**config.mk**
```make
export PLATFORM = sky130hd
export DESIGN_NAME = range_scan_ctrl
export DESIGN_NICKNAME = d
export VERILOG_FILES = /design/src/rtl/range_scan_ctrl.sv
export SDC_FILE = /design/constraint.sdc
export NUM_CORES = 1
export LEC_CHECK = 0
export ABC_AREA = 1
export BUFFER_PORTS_ARGS = -buffer_cell sky130_fd_sc_hd__buf_2
export CORE_AREA = 2 2 234 236
export CTS_CLUSTER_DIAMETER = 120
export DETAILED_ROUTE_END_ITERATION = 16
export DIE_AREA = 0 0 236 238
export PLACE_DENSITY = 0.61
export SYNTH_ARGS = -nofsm -noshare
export SYNTH_HDL_FRONTEND = slang
export SYNTH_SLANG_ARGS = --single-unit
```
**constraint.sdc**
```tcl
create_clock -name clk -period 3.3 [get_ports clk]
set_input_delay 0.33 -clock clk [delete_from_list [all_inputs] [get_ports clk]]
set_output_delay 0.33 -clock clk [all_outputs]
set_load 0.01 [all_outputs]
```
**src/rtl/range_scan_ctrl.sv**
```systemverilog
// range_scan_ctrl: walks a shared address across every low/high bound bank
// pair in parallel and reports whether the latched query ID falls inside any
// stored inclusive range. It also keeps a saturating count of hit results.
module range_scan_ctrl #(
  parameter int NUM_BANKS   = 4,
  parameter int MEM_LENGTH  = 64,
  parameter int SHORT_INDEX = -1,
  parameter int ADDR_WIDTH  = 6,
  parameter int DATA_WIDTH  = 64,
  parameter int COUNT_WIDTH = 16,
  parameter int EARLY_EXIT  = 1
) (
  input  logic                            clk,
  input  logic                            rst_n,
  input  logic                            id_valid,
  output logic                            id_ready,
  input  logic [DATA_WIDTH-1:0]           id_data,
  output logic [ADDR_WIDTH-1:0]           bank_addr,
  input  logic [NUM_BANKS*DATA_WIDTH-1:0] low_dout,
  input  logic [NUM_BANKS*DATA_WIDTH-1:0] high_dout,
  output logic                            result_valid,
  input  logic                            result_ready,
  output logic                            result_hit,
  input  logic                            count_clear,
  output logic [COUNT_WIDTH-1:0]          hit_count
);

  typedef enum logic [1:0] {
    IDLE = 2'd0,
    SCAN = 2'd1,
    DONE = 2'd2
  } state_t;

  localparam logic [ADDR_WIDTH-1:0]  LAST_ADDR = ADDR_WIDTH'(MEM_LENGTH - 1);
  localparam logic [COUNT_WIDTH-1:0] COUNT_ONE = COUNT_WIDTH'(1);
  localparam logic [ADDR_WIDTH-1:0]  ADDR_ONE  = ADDR_WIDTH'(1);

  state_t                  state_q;
  logic [DATA_WIDTH-1:0]   idLatch_q;
  logic                    hitAcc_q;
  logic [ADDR_WIDTH-1:0]   bankAddr_q;
  logic                    resultValid_q;
  logic                    resultHit_q;
  logic [COUNT_WIDTH-1:0]  hitCount_q;
  logic [COUNT_WIDTH-1:0]  hitCount_d;

  logic [NUM_BANKS-1:0]    bankHit;
  logic                    hitNow;
  logic                    scanStop;
  logic                    finalHit;

  // Per-bank match at the current address. Banks from the short index onward
  // lack their last entry, so whatever they return at that address is ignored.
  for (genvar g = 0; g < NUM_BANKS; g++) begin : gBank
    localparam logic [31:0] BANK_DEPTH =
      ((SHORT_INDEX >= 0) && (g >= SHORT_INDEX)) ? 32'(MEM_LENGTH - 1) : 32'(MEM_LENGTH);
    logic [DATA_WIDTH-1:0] lowVal;
    logic [DATA_WIDTH-1:0] highVal;
    logic                  addrInBank;
    assign lowVal     = low_dout[g*DATA_WIDTH +: DATA_WIDTH];
    assign highVal    = high_dout[g*DATA_WIDTH +: DATA_WIDTH];
    assign addrInBank = (32'(bankAddr_q) < BANK_DEPTH);
    assign bankHit[g] = addrInBank && (lowVal <= idLatch_q) && (idLatch_q <= highVal);
  end

  assign hitNow = |bankHit;

  // Decide when the sweep ends, what the final verdict is, and the next
  // counter value. A clear arriving with an increment leaves exactly one hit.
  always_comb begin
    scanStop   = 1'b0;
    finalHit   = hitAcc_q | hitNow;
    hitCount_d = hitCount_q;
    if (state_q == SCAN) begin
      scanStop = (bankAddr_q == LAST_ADDR) || ((EARLY_EXIT != 0) && hitNow);
    end
    if (scanStop && finalHit && (hitCount_q != '1)) begin
      hitCount_d = hitCount_q + COUNT_ONE;
    end
    if (count_clear) begin
      hitCount_d = (scanStop && finalHit) ? COUNT_ONE : '0;
    end
  end

  // Control FSM with all outputs registered; reset discards any in-flight
  // query without counting it.
  always_ff @(posedge clk) begin
    if (!rst_n) begin
      state_q       <= IDLE;
      idLatch_q     <= '0;
      hitAcc_q      <= 1'b0;
      bankAddr_q    <= '0;
      resultValid_q <= 1'b0;
      resultHit_q   <= 1'b0;
      hitCount_q    <= '0;
    end else begin
      hitCount_q <= hitCount_d;
      unique case (state_q)
        IDLE: begin
          if (id_valid) begin
            idLatch_q  <= id_data;
            hitAcc_q   <= 1'b0;
            bankAddr_q <= '0;
            state_q    <= SCAN;
          end
        end
        SCAN: begin
          hitAcc_q <= finalHit;
          if (scanStop) begin
            state_q       <= DONE;
            resultValid_q <= 1'b1;
            resultHit_q   <= finalHit;
            bankAddr_q    <= '0;
          end else begin
            bankAddr_q <= bankAddr_q + ADDR_ONE;
          end
        end
        DONE: begin
          if (result_ready) begin
            resultValid_q <= 1'b0;
            state_q       <= IDLE;
          end
        end
        default: begin
          state_q <= IDLE;
        end
      endcase
    end
  end

  assign id_ready     = rst_n && (state_q == IDLE);
  assign bank_addr    = bankAddr_q;
  assign result_valid = resultValid_q;
  assign result_hit   = resultHit_q;
  assign hit_count    = hitCount_q;

endmodule

```
Yosys cells after proc, flatten, opt, wreduce, memory -nomap -nowiden
Index checks and enable logic that the tools add are counted.

storage, ports and cells
  logic and storage cells = 59
  input bits = 581
  output and inout bits = 25
  flip-flop bits (word level) = 91

operators by class
  multiplexer cells = 16
  eq/ne operators = 7
  reduce and logical (&&, ||, !) cells = 18
  add/sub/neg operators = 2
  magnitude comparators = 8
  bitwise operators = 1

operators with widths
  kind                     number
  $le A64 B64 Y1           8
  $mux W16                 2
  $add A16 B1 Y16 const B  1
  $ne A16 B16 Y1 const B   1
  $mux W6                  2
  $pmux W6 S2              1
  $logic_and A1 B1 Y1      7
  $add A6 B1 Y6 const B    1
  $eq A6 B6 Y1 const B     1
  $mux W2                  3
  $ne A2 B2 Y1 const B     3
  $pmux W2 S3              1
  $reduce_and A2 Y1        3
  $reduce_and A3 Y1        2
  $reduce_bool A2 Y1       3
  $mux W1                  5
  $pmux W1 S2              2
  $reduce_or A4 Y1         1
  $eq A2 B1 Y1 const B     1
  $eq A2 B2 Y1 const B     1
  $logic_not A2 Y1         1
  $logic_or A1 B1 Y1       1
  $or A1 B1 Y1             1

Longest topological paths before layout
  word-level depth = 9
  mapped depth = 25
  gate-level depth less buffers = 25

Worst setup path before layout
No wires, ideal clock.

  path type = register to register
  from = register idLatch_q[31]
  to = register hitCount_q[13] (netlist: hit_count[13])
  library setup time = 0.115 ns
  arrival time = 2.249 ns
  path buffers = 1
  required time = 3.185 ns
  stages on the path, launching flop included = 21
  period minus slack after synthesis = 2.364 ns
  setup slack = 0.936 ns
  cell sequence = dfxtp_1 -> inv_1 -> ha_1 -> nand2_1 -> nor2_1 -> nand2_1 -> nor4_2 -> nand2_1 -> nand2_1 -> nand2_1 -> nand2_1 -> nand2_2 -> nand2_1 -> nand2_2 -> nor2_4 -> nand2_2 -> inv_2 -> nor2_8 -> buf_6 -> a31oi_1 -> nor2_1

on the way
  word-level cells in the longest chain between the ends = 8
  elaborated cells on any way between the ends = 19
  those cells by class = order compare: 8; mux: 1; bitwise: 1; reduce/logical: 9

ends and longest elaborated chain
  element                              line  source
  start: declaration                   39    logic [DATA_WIDTH-1:0] idLatch_q;
  start signal: assignment             101   idLatch_q <= id_data;
  $le A64 B64 Y1                       63    assign bankHit[g] = addrInBank && (lowVal <= idLatch_q) && (idLatch_q <= highVal);
  $logic_and A1 B1 Y1                  63
  $reduce_or A4 Y1 *                   66    assign hitNow = |bankHit;
  $logic_or A1 B1 Y1                   75    scanStop = (bankAddr_q == LAST_ADDR) || ((EARLY_EXIT != 0) && hitNow);
  $mux W1                              74    if (state_q == SCAN) begin
  $logic_and A1 B1 Y1 * (2 in series)  77    if (scanStop && finalHit && (hitCount_q != '1)) begin
  $reduce_bool A2 Y1 (no line) *       --
  end signal: assignment               97    hitCount_q <= hitCount_d;
  end: declaration                     44    logic [COUNT_WIDTH-1:0] hitCount_q;

Every way passes the cells marked *; elsewhere a longest branch is shown, timed or not.
A chain may end at the register's enable or synchronous reset.

Final worst setup path
  from = register idLatch_q[21]
  to = register hitCount_q[4] (netlist: hit_count[4])

Same word-level chain as after synthesis.

==> metrics.csv <==
metric,value,unit
Synth Flop Type,dfxtp_1,
clk sinks,91,
crit end category,flop,
Placed Area,20300,sq um
1st-iter DRT viols,782,
Crit Path Class,flop to flop,
status,finished clean,
"Power, Total",5.56,mW
final hold violation count,0,
min-delay src,id_data[10],
min cycle time layout,3.08,ns
Comb pwr share,0.547,
Via-to-Cell Ratio,4.78,
initial antenna violation count,16,
Worst Clk Skew,0.0120,ns
worst skew pair latency,0.41,ns
Fmax,325,MHz
sequential fraction of the synthesis area,0.112,
area delta synth->final,27.0,%
Layout Nets,4118,
max-cap violation count,0,
Worst path depth,18,
CP cell instances,"inv_1, ha_1, a21oi_1, o21a_1, nand2_1, a21oi_1, nand2_1, nand2_1, nand2_1, nand2_2, nand2_1, nand2_2, nor2_4, nand2_4, nand2_4, nor2_4, nand3b_1, a21oi_1",
Net Sw Power,2.54,mW
"commonest non-fill, non-tap cells in the layout","605 x buf_2, 514 x ha_1, 493 x nand2_1",
mapped cell area,16300,sq um
vias in the first global route,17664,
"Clk pin slew, worst setup/hold paths",0.08,ns
grt total ovfl,0,
Gate Count Post-Synth,2406,
Peak supply drop,0.000222,V
half-perimeter wire length after placement,60300,um
leakage power,11.9,nW
Vert. Die Dim,238,um
Setup Viol. Count Final,0,
drt wl/cell,18.1,um
RSZ-0062 raised after global routing,no,
sequential group share of total power,0.243,
worst relative slew slack,0.458,
worst path buffer plus inverter count,1,
"flops & latches, synth",91,
Residual DRC,0,
slack of the worst reg-to-reg path,0.22,ns
area of the die,56200,sq um
final WL,67500,um
syn nets,3501,
max incr delay on CP,0.46,ns
fraction of layout cells with a size suffix above 1,0.235,
Slew Limit Fails,0,
Slew @ Worst Pin,0.813,ns
num rows,85,
R2R cell count,18,
Yosys top cell area share,0.394,
RR Startpoint,idLatch_q[21],
Hold Path Class,primary input to flop,
TritonCTS clock tree,yes,
worst r2r dst,hit_count[4],
Worst Path Arrival,3.41,ns
largest net degree at the start of global routing,66,
critical path required time,3.63,ns
PortBufs,605,
number of synthesized flops with an enable pin,0,
Synth area leader,ha_1,
mean post-synth cell area,6.79,sq um
first-pass GRT wire length,100000,um
drt pass-1 iters,5,
"antenna viol nets, final",0,
"slowest stage cell, crit path",dfxtp_1,
cell family contributing the most delay on the critical path,simple AND/OR/NAND/NOR gates,
Area contributors post-synth,"ha_1 39%, nand2_1 11%, dfxtp_1 11%",
Die W,236,um
Starting Density,0.305,
sw frac,0.456,
Final Cycle Share,0.932,
YS warnings,0,
Crit Path Max Fanout,7,
internal power,3.03,mW
clk buf depth,2,
CP Launch Type,flop,
Clock power frac,0.210,
H-tree depth,3,
root buffer cell,clkbuf_16,
number of buffers created by CTS,9,
Vias,17857,
synth unique cells,42,
most frequent cell on the critical path,nand2_1,
routability cong.,0.934,
"most common cell after layout, fill and taps aside",buf_2,
PD cells,268,nW/um^2
crit path from,idLatch_q[21],
hold_buf cts,0,
Ports,606,
final instance area,20700,sq um
GRT Resource Usage Total,0.236,
ys async rst share,0,
Core Box Area,53500,sq um
crit path to,hit_count[4],
## cell type report
cell class / instances / area, sq um
well taps: 696 / 871
flip-flops and latches: 91 / 1830
inverters: 444 / 1670
clock buffers: 10 / 229
diodes: 11 / 27.5
multi-input cells: 1848 / 12800
repair buffers: 629 / 3220
clock inverters: 6 / 73.8
fillers: 5790 / 32800
## kinds of logic after synthesis
kind of cell | share of synthesized area
flip-flops | 0.112
AND/OR/NAND/NOR | 0.216
XOR/XNOR | 0.00268
adder cells (fa/ha/maj) | 0.394
AO/OA/AOI/OAI | 0.166
buffers and inverters | 0.109
## power groups by stage
stage	combinational (mW)	sequential, mW	clock [mW]
floorplan	1.92	1.32	0
global route	3.52	1.37	1.24
global placement	2.98	1.37	0
detailed placement	3.00	1.37	0
CTS	3.03	1.35	1.21
finish	3.04	1.35	1.17
## worst min-delay path: stages
cell and delay (ns):
buf_2 0.08, o21ai_0 0.07, a21oi_1 0.10
## flip-flops by register name, summed over array words and instances, names as in the netlist
register,cells
idLatch_q,64
hit_count,16
bank_addr,6
state_q,2
hitAcc_q,1
result_hit,1
result_valid,1
## per-stage QoR
step | instances | utilization | hold slack [ns] | setup TNS (ns) | setup slack (ns)
6_report | 3735 | 0.388 | 0.205 | 0 | 0.224
5_1_grt | 3731 | 0.388 | 0.198 | 0 | 0.00303
4_1_cts | 3720 | 0.385 | 0.178 | 0 | 0.0737
3_5_place_dp | 3704 | 0.379 | 0.479 | -1.23 | -0.136
3_3_place_gp | 3704 | 0.379 | 0.479 | -2.01 | -0.172
2_1_floorplan | 2406 | - | 0.487 | 0 | 0.936
## cells in the mapped netlist, types with 4 or more instances
cell type  instances
xor2_1             4
o21bai_1           5
nand3_1           51
o21ai_1           27
a21oi_1          336
clkbuf_1          18
nand3b_1           7
o21ai_0          110
nand2_2            7
nand2_1          494
nor4_1             7
nor2_1           141
ha_1             514
inv_1            427
nor2_2             8
inv_2             14
a21o_1             7
nor4_2             4
o21a_1            30
nand4_1           45
dfxtp_1           91
nor3_1            27
## per-layer routing
metal | vias to the layer above | GRT usage | wire, um
li1 | 9327 | - | -
met1 | 7908 | 0.289 | 29800
met2 | 546 | 0.426 | 33000
met3 | 64 | 0.0327 | 3440
met4 | 12 | 0.0677 | 1330
met5 | - | 0 | 70
## repair_timing
item                                    in CTS  in global routing
setup buffers                                0                  2
cloned                                       0                  2
resized for setup                            3                 15
endpoints found under the hold margin        0                  0
pin swaps                                    0                  3
endpoints found under the setup margin      22                 24
## how the worst min path moves through the flow
| stage | to | cells after the start |
|---|---|---|
| 2_1_floorplan | result_valid | 2 |
| 3_3_place_gp | bank_addr[3] | 2 |
| 3_5_place_dp | hit_count[9] | 2 |
| 4_1_cts | idLatch_q[7] | 3 |
| 5_1_grt | idLatch_q[7] | 3 |
| 6_report | idLatch_q[10] | 3 |
No activity file was read; power rests on OpenSTA's default activity.
